--- src/rtl/pipe_pkg.sv ---
// rtl/pipe_pkg.sv - shared slice state type and occupancy width helper
package pipe_pkg;

   typedef enum logic [1:0] {
      EMPTY = 2'd0,
      ONE   = 2'd1,
      TWO   = 2'd2
   } slot_state_t;

   // Counter must represent 0 .. 2*stages inclusive.
   function automatic int occ_width(input int stages);
      return $clog2(2 * stages + 1);
   endfunction

endpackage

--- src/rtl/skid_slice.sv ---
// rtl/skid_slice.sv - one elastic slice: main register M, skid register S, registered ready
module skid_slice
   import pipe_pkg::*;
#(
   parameter int               WIDTH     = 32,
   parameter logic [WIDTH-1:0] RESET_VAL = '0
) (
   input  logic             i_clk,
   input  logic             i_reset,
   input  logic             i_flush,
   input  logic             i_up_valid,
   output logic             o_up_ready,
   input  logic [WIDTH-1:0] i_up_data,
   output logic             o_dn_valid,
   input  logic             i_dn_ready,
   output logic [WIDTH-1:0] o_dn_data
);

   slot_state_t      r_state;
   slot_state_t      w_next;
   logic [WIDTH-1:0] r_m;
   logic [WIDTH-1:0] r_s;
   logic             r_ready;
   logic             w_acc;
   logic             w_rel;

   assign w_acc      = i_up_valid & r_ready;
   assign w_rel      = (r_state != EMPTY) & i_dn_ready;
   assign o_up_ready = r_ready;
   assign o_dn_valid = (r_state != EMPTY);
   assign o_dn_data  = r_m;

   always_comb begin
      w_next = r_state;
      case (r_state)
         EMPTY: if (w_acc) w_next = ONE;
         ONE: begin
            if (w_acc && !w_rel)      w_next = TWO;
            else if (!w_acc && w_rel) w_next = EMPTY;
         end
         TWO:     if (w_rel) w_next = ONE;
         default: w_next = EMPTY;
      endcase
   end

   // Ready is stored from the next state so it never sees the downstream ready combinationally.
   always_ff @(posedge i_clk) begin
      if (i_reset) begin
         r_state <= EMPTY;
         r_ready <= 1'b1;
         r_m     <= RESET_VAL;
         r_s     <= RESET_VAL;
      end else if (i_flush) begin
         r_state <= EMPTY;
         r_ready <= 1'b1;
      end else begin
         r_state <= w_next;
         r_ready <= (w_next != TWO);
         if ((r_state == EMPTY && w_acc) || (r_state == ONE && w_acc && w_rel))
            r_m <= i_up_data;
         else if (r_state == TWO && w_rel)
            r_m <= r_s;
         if (r_state == ONE && w_acc && !w_rel)
            r_s <= i_up_data;
      end
   end

endmodule

--- src/rtl/pipe_stage_reg.sv ---
// rtl/pipe_stage_reg.sv - chain of STAGES skid slices with occupancy count and flush/reset ready masking
module pipe_stage_reg
   import pipe_pkg::*;
#(
   parameter int               WIDTH     = 32,
   parameter int               STAGES    = 1,
   parameter logic [WIDTH-1:0] RESET_VAL = '0
) (
   input  logic                           i_clk,
   input  logic                           i_reset,
   input  logic                           i_flush,
   input  logic                           i_in_valid,
   output logic                           o_in_ready,
   input  logic [WIDTH-1:0]               i_in,
   output logic                           o_out_valid,
   input  logic                           i_out_ready,
   output logic [WIDTH-1:0]               o_out,
   output logic [occ_width(STAGES)-1:0]   o_occupancy
);

   localparam int OCC_W = occ_width(STAGES);

   logic [STAGES:0]  w_valid;
   logic [STAGES:0]  w_ready;
   logic [WIDTH-1:0] w_data [STAGES+1];
   logic [OCC_W-1:0] r_occ;
   logic             w_in_xfer;
   logic             w_out_xfer;

   assign w_valid[0]      = i_in_valid;
   assign w_data[0]       = i_in;
   assign w_ready[STAGES] = i_out_ready;

   for (genvar k = 0; k < STAGES; k++) begin : g_slice
      skid_slice #(
         .WIDTH     (WIDTH),
         .RESET_VAL (RESET_VAL)
      ) u_slice (
         .i_clk      (i_clk),
         .i_reset    (i_reset),
         .i_flush    (i_flush),
         .i_up_valid (w_valid[k]),
         .o_up_ready (w_ready[k]),
         .i_up_data  (w_data[k]),
         .o_dn_valid (w_valid[k+1]),
         .i_dn_ready (w_ready[k+1]),
         .o_dn_data  (w_data[k+1])
      );
   end

   assign o_in_ready  = w_ready[0] & ~i_flush & ~i_reset;
   assign o_out_valid = w_valid[STAGES];
   assign o_out       = w_data[STAGES];
   assign o_occupancy = r_occ;

   assign w_in_xfer  = i_in_valid & o_in_ready;
   assign w_out_xfer = o_out_valid & i_out_ready;

   always_ff @(posedge i_clk) begin
      if (i_reset || i_flush) begin
         r_occ <= '0;
      end else if (w_in_xfer && !w_out_xfer) begin
         r_occ <= r_occ + OCC_W'(1);
      end else if (!w_in_xfer && w_out_xfer) begin
         r_occ <= r_occ - OCC_W'(1);
      end
   end

endmodule

--- config.mk ---
export PLATFORM = sky130hd
export DESIGN_NAME = pipe_stage_reg
export DESIGN_NICKNAME = d
export VERILOG_FILES = /design/src/rtl/pipe_pkg.sv /design/src/rtl/skid_slice.sv /design/src/rtl/pipe_stage_reg.sv
export SDC_FILE = /design/constraint.sdc
export NUM_CORES = 1
export LEC_CHECK = 0
export ABC_AREA = 1
export CORE_AREA = 5 5 102 142
export DETAILED_ROUTE_END_ITERATION = 16
export DIE_AREA = 0 0 107 147
export HOLD_SLACK_MARGIN = 0.06
export MAX_ROUTING_LAYER = met4
export PLACE_DENSITY = 0.51
export SLEW_MARGIN = 0
export SYNTH_ARGS = -nofsm -noshare
export SYNTH_HDL_FRONTEND = slang
export SYNTH_HIERARCHICAL = 1
export SYNTH_SLANG_ARGS = --single-unit
--- constraint.sdc ---
create_clock -name i_clk -period 2.5 [get_ports i_clk]
set_input_delay 0.375 -clock i_clk [delete_from_list [all_inputs] [get_ports i_clk]]
set_output_delay 0.375 -clock i_clk [all_outputs]
set_load 0.005 [all_outputs]
==> metrics, run 1 <==
Core Region=13100 sq um; WP data required=2120 ps; maximum vdd drop=0.000246 V; number of cell rows=50; initial DRC count=76; count leader, synth=nand2_1; syn_area_per_cell=6.48 sq um; initial antenna violation count=0; GP Congestion=0.698; final setup fails=0; Synth async-reset ratio=0; clock sink count=69; yosys warns=6; status=complete, no violations; CTS tree=done; die footprint=15700 sq um; io pins=73; P_sw=658 uW; fin nets=591; Place WS=400 ps; kind of critical path=input pin to primary output; max-slew violations=0; top post-synthesis cells by area=dfxtp_1, nand2_1, inv_1, nor2_1, nand3_1; ys flop type=dfxtp_1; worst skew pair latency=330 ps; post-synthesis instance area=3180 sq um; Crit Path Max Fanout=4; Max Cap Violations=0; Cell Int Power=2.10 mW; leakage power=1.91 nW; post-CTS sizing=0; Vias/cell=4.20; Initial Util=0.242; Slew @ Worst Pin=644 ps; post-synth top area share=0.435; ant diodes=0; share of layout cells above drive strength 1=0.0485; setup TNS=0 ps; Tmin final=2100 ps; DR WL/cell=11.1 um; Max transition margin=0.570; worst r2r path cells=7; clk slew on worst S/H paths=50 ps; Overall Power=2.76 mW; clk_skew=10.0 ps; first-pass GRT wire length=13400 um; Fin Hold WS=439 ps; vias post-DR=2994; Mapped Cells=490; H-tree Lvls=3; top post-synthesis cells by count=nand2_1, inv_1, dfxtp_1, nor2_1, nand3_1; Sw Ratio=0.239; Highest Clock Rate=477 MHz; number of global-route vias before repair=2854; CP arrival=1720 ps; DRC viols=0; Synth area leader=dfxtp_1; largest net degree at the start of global routing=65; TritonCTS Buffers=9; CP Launch Type=input pin; Synth cell types=23; die height=147 um; Root Driver=clkbuf_16; antenna viol nets, final=0; fill cell count=1436; post-synthesis sequential area ratio=0.435; Clock Tree Buf Depth=2; drt first pass iters=4; period utilization=0.839; area grow syn2layout=35.3%; Reg power frac=0.424; Power per Cell Area=642 nW/um^2; final wirelength=7890 um; Clk pwr share=0.443; die width=107 um; area of the multi-input gates=1380 sq um; Logic pwr share=0.134; Hold Buf Count CTS=0; Post-synth EDFFs=0; Net Count, Synth=528; setup ws final=403 ps; storage element area=1380 sq um; Fin. Hold Viols=0; grt ovf=0; Synth Register Bits=69; hold depth=2; Worst Setup End Kind=primary output; RSZ-0062 raised after global routing=false; All-Layer GR Usage=0.110; Post-CTS Setup Bufs=0; Post-DP HPWL=5330 um; hold crit path type=flip-flop to flip-flop; IO buf count=72
==> sequential cells by signal, summed over array words and instances, names as in the netlist <==
| register | flops |
|---|---|
| g_slice.u_slice/o_dn_data | 32 |
| g_slice.u_slice/o_up_ready | 1 |
| g_slice.u_slice/r_s | 32 |
| g_slice.u_slice/r_state | 2 |
| o_occupancy | 2 |
==> layout by cell type, fill, tap and decap left out, types with 2 or more instances in the layout <==
cell type / count
nand2_1: 134
inv_1: 74
clkdlybuf4s50_1: 72
dfxtp_1: 69
nor2_1: 68
nand3_1: 36
a21oi_1: 33
o21ai_0: 22
o21ai_1: 12
clkbuf_16: 9
buf_4: 6
nand2_2: 4
clkbuf_1: 4
inv_2: 2
nand4_1: 2
==> power by group through the flow <==
stage	Clock, mW	Combinational (mW)	Sequential (mW)
2_1_floorplan	0	0.188	1.19
3_3_place_gp	0	0.372	1.19
3_5_place_dp	0	0.375	1.19
4_1_cts	1.27	0.377	1.17
5_1_grt	1.31	0.422	1.17
6_report	1.22	0.369	1.17
==> layout make-up <==
cell class                 instances  area share
clock buffer                      13      0.0559
multi-input combinational        318       0.320
sequential                        69       0.321
clock inverter                     2     0.00815
timing repair buffer              79       0.183
inverter                          76      0.0664
tap                              156      0.0454
==> worst max-delay path: stages <==
cell,delay [ps]
clkdlybuf4s50_1,460
nor2_1,230
and2_1,160
clkdlybuf4s50_1,490
==> path summary, 6_finish.rpt <==
check	to	start	slack (ps)
worst min register to register	g_slice[0].u_slice/r_s[23]	g_slice[0].u_slice/r_s[23]	440
worst max-delay path	o_in_ready	i_reset	400
worst min-delay path	g_slice[0].u_slice/r_s[23]	g_slice[0].u_slice/r_s[23]	440
worst max register to register	g_slice[0].u_slice/r_s[22]	g_slice[0].u_slice/o_up_ready	950
==> per-layer routing <==
layer  share of wire  global-route usage  vias to the layer above
met5               0                   -                        -
met4           0.019              0.0531                        0
met3           0.040              0.0325                       11
met2            0.51               0.182                       48
met1            0.43               0.119                     1317
li1                -                   -                     1618
==> through the flow <==
stage	std cells	util	cell area, sq um
floorplan	490	-	3180
global route	713	0.327	4300
detailed placement	698	0.306	4020
finish	713	0.327	4300
CTS	713	0.327	4300
global placement	698	0.306	4020
==> cells by family after synthesis <==
family / share of synthesized area
AND/OR/NAND/NOR: 0.321
adder cells (fa/ha/maj): 0.00394
AO/OA/AOI/OAI: 0.108
flip-flops: 0.435
buffers and inverters: 0.132
Note: power is estimated with default switching activity, not from simulation.
==> run 2, diff against run 1 <==
--- a/config.mk
+++ b/config.mk
@@ -11,7 +11,7 @@
 export DIE_AREA = 0 0 107 147
 export HOLD_SLACK_MARGIN = 0.06
 export MAX_ROUTING_LAYER = met4
-export PLACE_DENSITY = 0.51
+export PLACE_DENSITY = 0.52
 export SLEW_MARGIN = 0
 export SYNTH_ARGS = -nofsm -noshare
 export SYNTH_HDL_FRONTEND = slang
==> constraint.sdc (replaced) <==
create_clock -name i_clk -period 1.9 [get_ports i_clk]
set_input_delay 0.285 -clock i_clk [delete_from_list [all_inputs] [get_ports i_clk]]
set_output_delay 0.285 -clock i_clk [all_outputs]
set_load 0.005 [all_outputs]
==> run 2 against run 1 <==
Compared with the run above: final cell count grew 0.42%; combinational power grew 37%; hold slack better by 1.3 ps; clock power grew 28%; worst setup slack worse by 280 ps; sequential power up 32%; critical path type unchanged; highest routed layer unchanged.
==> metrics, run 2 (same netlist as run 1, synthesis figures left out) <==
status=complete, no violations (unchanged); maximum vdd drop=0.000344 V (was 0.000246 V); worst r2r src=g_slice[0].u_slice/o_up_ready (unchanged); setup ws final=119 ps (was 403 ps); clk_skew=4.77 ps (was 10.0 ps); final setup fails=0 (unchanged); worst skew pair latency=320 ps (was 330 ps); slack of the worst reg-to-reg path=480 ps (was 950 ps); DR WL/cell=11.4 um (was 11.1 um); io pins=73 (unchanged); worst r2r path cells=8 (was 7); Max transition margin=0.754 (was 0.570); share of layout cells above drive strength 1=0.0589 (was 0.0485); WP data required=1620 ps (was 2120 ps); M3 GR Usage=0.0224 (was 0.0325); Worst path slowest cell=clkdlybuf4s50_1 (unchanged); Slew @ Worst Pin=370 ps (was 644 ps); most frequent cells in the layout=nand2_1, inv_1, clkdlybuf4s50_1 (unchanged); initial DRC count=75 (was 76); CTS tree=done (unchanged); period utilization=0.937; Core Region=13100 sq um (unchanged); post-CTS sizing=0 (unchanged); Fin. Hold Viols=0 (unchanged); number of global-route vias before repair=2829 (was 2854); RSZ-0062 raised after global routing=false (unchanged); CP cell instances=clkdlybuf4s50_1, nor2_2, and2_1, clkdlybuf4s50_1 (was clkdlybuf4s50_1, nor2_1, and2_1, clkdlybuf4s50_1); slowest stage delay, CP=500 ps (was 490 ps); leakage power=1.95 nW (was 1.91 nW); antenna viol nets, final=0 (unchanged); kind of critical path=input pin to primary output (unchanged); final wirelength=8150 um (was 7890 um); ant diodes=0 (unchanged); Worst Path Buf+Inv=2 (unchanged); DRC viols=0 (unchanged); Hold Buf Count CTS=0 (unchanged); met1 GRT Util=0.126 (was 0.119); grt ovf=0 (unchanged); Crit Path Max Fanout=3 (was 4); Clock Tree Buf Depth=2 (unchanged); fin nets=594 (was 591); setup TNS=0 ps (unchanged); clk slew on worst S/H paths=50 ps (about the same); Initial Util=0.242 (unchanged); TritonCTS Buffers=9 (unchanged); most common cell after layout, fill and taps aside=nand2_1 (unchanged); hold depth=2 (unchanged); WHS Endpoint=g_slice[0].u_slice/r_s[4] (was g_slice[0].u_slice/r_s[23]); largest net degree at the start of global routing=65 (unchanged); Max Cap Violations=0 (unchanged); number of cell rows=50 (unchanged); Root Driver=clkbuf_16 (unchanged); delay-heaviest family, CP=buffers and inverters (unchanged); All-Layer GR Usage=0.110 (about the same); first-pass GRT wire length=13500 um (was 13400 um); area grow syn2layout=37.4% (was 35.3%); reg2reg end=g_slice[0].u_slice/o_dn_data[20] (was g_slice[0].u_slice/r_s[22]); drt first pass iters=5 (was 4); Tmin final=1780 ps; met2 GRT Util=0.183 (was 0.182); cell area after placement=4080 sq um (was 4020 sq um); clock sink count=69 (unchanged); Worst Setup End Kind=primary output (unchanged); Vias/cell=4.24 (was 4.20); Overall Power=3.60 mW (was 2.76 mW); initial antenna violation count=0 (unchanged); Post-DP HPWL=5460 um (was 5330 um); H-tree Lvls=3 (unchanged); post-route cell area=4360 sq um (was 4300 sq um); GP Congestion=0.717 (was 0.698); IO buf count=72 (unchanged); Post-CTS Setup Bufs=0 (unchanged); Highest Clock Rate=562 MHz; die footprint=15700 sq um (unchanged); max-slew violations=0 (unchanged); worst hold start=g_slice[0].u_slice/r_s[4] (was g_slice[0].u_slice/r_s[23]); fill cell count=1439 (was 1436); CP Launch Type=input pin (unchanged); die width=107 um (unchanged); hold crit path type=flip-flop to flip-flop (unchanged); Fin Hold WS=440 ps (was 439 ps); CP dominant cell by count=clkdlybuf4s50_1 (unchanged); Place WS=22.5 ps (was 400 ps); vias post-DR=3039 (was 2994); die height=147 um (unchanged); Power per Cell Area=826 nW/um^2 (was 642 nW/um^2); CP arrival=1500 ps (was 1720 ps); global route hottest layer=met2 (unchanged)
-- run 2: layer usage --
| layer | wire length [um] | vias up |
|---|---|---|
| li1 | - | 1624 |
| met1 | 3560 | 1344 |
| met2 | 4120 | 60 |
| met3 | 282 | 11 |
| met4 | 188 | 0 |
| met5 | 0 | - |
-- run 2: power by group --
part | switching (mW) | leakage, nW | internal [mW]
Sequential | 0.0299 | 0.562 | 1.51
Combinational | 0.245 | 1.24 | 0.259
Clock | 0.580 | 0.139 | 0.981
Total | 0.855 | 1.95 | 2.75
-- run 2: worst reg2reg max path, cell delays in order, from the launching register on --
cell and delay, ps:
dfxtp_1 400, nand2_2 100, nor2_4 150, nand2_2 90, buf_4 250, nand2_1 120
nand2_1 50, nor2_1 100, nor2_1 60
-- run 2: cell type report --
class / count / area, sq um / area share
clock inverters: 1 / 5.00 / 0.00115
multi-input cells: 318 / 1380 / 0.316
flip-flops and latches: 69 / 1380 / 0.317
well taps: 156 / 195 / 0.0447
clock buffers: 14 / 274 / 0.0628
repair buffers: 82 / 846 / 0.194
inverters: 76 / 285 / 0.0654
-- run 2: worst max path at each step --
stage / endpoint / cells past startpoint / from / slack [ps]
global route: o_in_ready / 4 / i_flush / 40
finish: o_in_ready / 4 / i_flush / 120
global placement: g_slice[0].u_slice/o_dn_data[15] / 9 / i_in_valid / 70
floorplan: g_slice[0].u_slice/o_dn_data[0] / 8 / g_slice[0].u_slice/o_up_ready / 660
CTS: o_in_ready / 4 / i_flush / 80
detailed placement: g_slice[0].u_slice/o_dn_data[20] / 9 / i_in_valid / 20
-- run 2: metrics by stage --
step,instances,utilization
2_1_floorplan,490,-
3_3_place_gp,701,0.311
3_5_place_dp,701,0.311
4_1_cts,716,0.332
5_1_grt,716,0.332
6_report,716,0.332
==> run 3, diff against run 2 <==
--- a/config.mk
+++ b/config.mk
@@ -6,12 +6,13 @@
 export NUM_CORES = 1
 export LEC_CHECK = 0
 export ABC_AREA = 1
-export CORE_AREA = 5 5 102 142
+export CORE_AREA = 5 5 76 106
+export CTS_BUF_LIST = sky130_fd_sc_hd__clkbuf_2
 export DETAILED_ROUTE_END_ITERATION = 16
-export DIE_AREA = 0 0 107 147
+export DIE_AREA = 0 0 81 111
 export HOLD_SLACK_MARGIN = 0.06
 export MAX_ROUTING_LAYER = met4
-export PLACE_DENSITY = 0.52
+export PLACE_DENSITY = 0.83
 export SLEW_MARGIN = 0
 export SYNTH_ARGS = -nofsm -noshare
 export SYNTH_HDL_FRONTEND = slang
==> run 3 against run 2 <==
Compared with the run above: utilization rose by 26 points; global-route usage rose by 6.4 points; maximum frequency fell by 3.0%; via count rose by 1.9%; flip-flop and latch count is the same; hold slack improved by 10 ps; die area decreased by 43%; count of clock-buffer cells in the layout fell by 4; worst setup slack worse by 55 ps; clock power decreased by 52%; final cell count shrank 8.5%; critical endpoint unchanged.
==> metrics, run 3 (same netlist as run 1, synthesis figures left out) <==
status=complete, no violations (unchanged); Finished Core Util=0.588 (was 0.332); reg2reg end=g_slice[0].u_slice/o_dn_data[23] (was g_slice[0].u_slice/o_dn_data[20]); Core Region=6940 sq um (was 13100 sq um); CP Launch Point=i_reset (was i_flush); worst r2r src=g_slice[0].u_slice/o_up_ready (unchanged); Max Cap Violations=0 (unchanged); leakage power=1.86 nW (was 1.95 nW); Slew @ Worst Pin=599 ps (was 370 ps); IO buf count=72 (unchanged); die width=81 um (was 107 um); H-tree Lvls=3 (unchanged); die footprint=8990 sq um (was 15700 sq um); final wirelength=7250 um (was 8150 um); setup ws final=64.5 ps (was 119 ps); antenna viol nets, final=0 (unchanged); number of cell rows=36 (was 50); GP Congestion=0.734 (was 0.717); WP data required=1620 ps (about the same); kind of critical path=input pin to primary output (unchanged); clk_skew=23.0 ps (was 4.77 ps); first-pass GRT wire length=12300 um (was 13500 um); area grow syn2layout=28.4% (was 37.4%); Clock Tree Buf Depth=2 (unchanged); Hold Buf Count CTS=0 (unchanged); period utilization=0.966 (was 0.937); vias post-DR=3097 (was 3039); Fin. Hold Viols=0 (unchanged); setup TNS=0 ps (unchanged); largest net degree at the start of global routing=65 (unchanged); initial DRC count=158 (was 75); Initial Util=0.458 (was 0.242); Post-DP HPWL=4850 um (was 5460 um); worst r2r path cells=8 (unchanged); Worst Setup EP=o_in_ready (unchanged); most common cell after layout, fill and taps aside=nand2_1 (unchanged); DR WL/cell=11.1 um (was 11.4 um); most frequent cells in the layout=nand2_1, inv_1, clkdlybuf4s50_1 (unchanged); final setup fails=0 (unchanged); placed cell count=639 (was 701); CTS tree=done (unchanged); Highest Clock Rate=545 MHz (was 562 MHz); Vias/cell=4.73 (was 4.24); Worst Setup End Kind=primary output (unchanged); RSZ-0062 raised after global routing=false (unchanged); number of global-route vias before repair=2878 (was 2829); CP arrival=1550 ps (was 1500 ps); hold crit path type=input pin to flip-flop (was flip-flop to flip-flop); slack of the worst reg-to-reg path=550 ps (was 480 ps); Place WS=41.8 ps (was 22.5 ps); post-route insts no fill=655 (was 716); max-slew violations=0 (unchanged); initial antenna violation count=1 (was 0); Overall Power=2.78 mW (was 3.60 mW); fin nets=594 (unchanged); DRC viols=0 (unchanged); Max transition margin=0.601 (was 0.754); io pins=73 (unchanged); post-route cell area=4080 sq um (was 4360 sq um); cell area after placement=3970 sq um (was 4080 sq um); maximum vdd drop=0.000411 V (was 0.000344 V); drt first pass iters=4 (was 5); Root Driver=clkbuf_2 (was clkbuf_16); fill cell count=679 (was 1439); die height=111 um (was 147 um); share of layout cells above drive strength 1=0.0572 (was 0.0589); All-Layer GR Usage=0.174 (was 0.110); Crit Path Max Fanout=4 (was 3); Tmin final=1840 ps (was 1780 ps); Power per Cell Area=681 nW/um^2 (was 826 nW/um^2); clk slew on worst S/H paths=180 ps (was 50 ps); grt ovf=0 (unchanged); TritonCTS Buffers=9 (unchanged); Fin Hold WS=450 ps (was 440 ps); CP Launch Type=input pin (unchanged); worst skew pair latency=460 ps (was 320 ps); clock sink count=69 (unchanged)
run 3: changes by cell type in the layout (fill, tap and decap cells not counted), moves of 2 or more:
| cell | change |
|---|---|
| buf_12 | -2 |
| clkbuf_1 | -2 |
| dfxtp_1 | -2 |
| clkbuf_16 | -9 |
| clkbuf_8 | -3 |
| buf_4 | +2 |
| dfxtp_2 | +2 |
| clkinv_1 | +4 |
| clkbuf_2 | +10 |
run 3: how the worst min path moves through the flow:
stage / start / to / slack [ps] / cells after the start
2_1_floorplan: g_slice[0].u_slice/r_s[23] / g_slice[0].u_slice/r_s[23] / 420 / 2
3_3_place_gp: g_slice[0].u_slice/r_s[13] / g_slice[0].u_slice/r_s[13] / 430 / 2
3_5_place_dp: g_slice[0].u_slice/r_s[25] / g_slice[0].u_slice/r_s[25] / 440 / 2
4_1_cts: i_in[11] / g_slice[0].u_slice/r_s[11] / 390 / 3
5_1_grt: i_in[18] / g_slice[0].u_slice/r_s[18] / 410 / 3
6_report: i_in[11] / g_slice[0].u_slice/r_s[11] / 450 / 3
run 3: layout make-up:
| class | count | area (sq um) | area share |
|---|---|---|---|
| Antenna cell | 1 | 2.50 | 0.000613 |
| Clock buffer | 10 | 50.0 | 0.0123 |
| Inverter | 76 | 285 | 0.0699 |
| Clock inverter | 4 | 41.3 | 0.0101 |
| Multi-Input combinational cell | 318 | 1380 | 0.338 |
| Timing Repair Buffer | 82 | 821 | 0.201 |
| Sequential cell | 69 | 1380 | 0.339 |
| Tap cell | 95 | 119 | 0.0291 |
run 3: critical path, cell delays in order:
cell	delay (ps)
clkdlybuf4s50_1	460
nor2_2	170
and2_1	140
clkdlybuf4s50_1	500
run 3: power by group:
part	switching, mW	leakage [nW]	internal (mW)
sequential	0.0307	0.563	1.51
combinational	0.238	1.23	0.252
clock	0.467	0.0604	0.284
run 3: metal layers:
| layer | vias to the layer above | share of wire | GRT usage |
|---|---|---|---|
| li1 | 1624 | - | - |
| met1 | 1388 | 0.41 | 0.191 |
| met2 | 74 | 0.52 | 0.299 |
| met3 | 11 | 0.051 | 0.0366 |
| met4 | 0 | 0.017 | 0.0733 |
| met5 | - | 0 | - |
run 3: timing repair:
action                     4_1_cts  5_1_grt
buffers inserted                 0        1
setup endpoints to repair        1        2
gates resized for setup          1        2
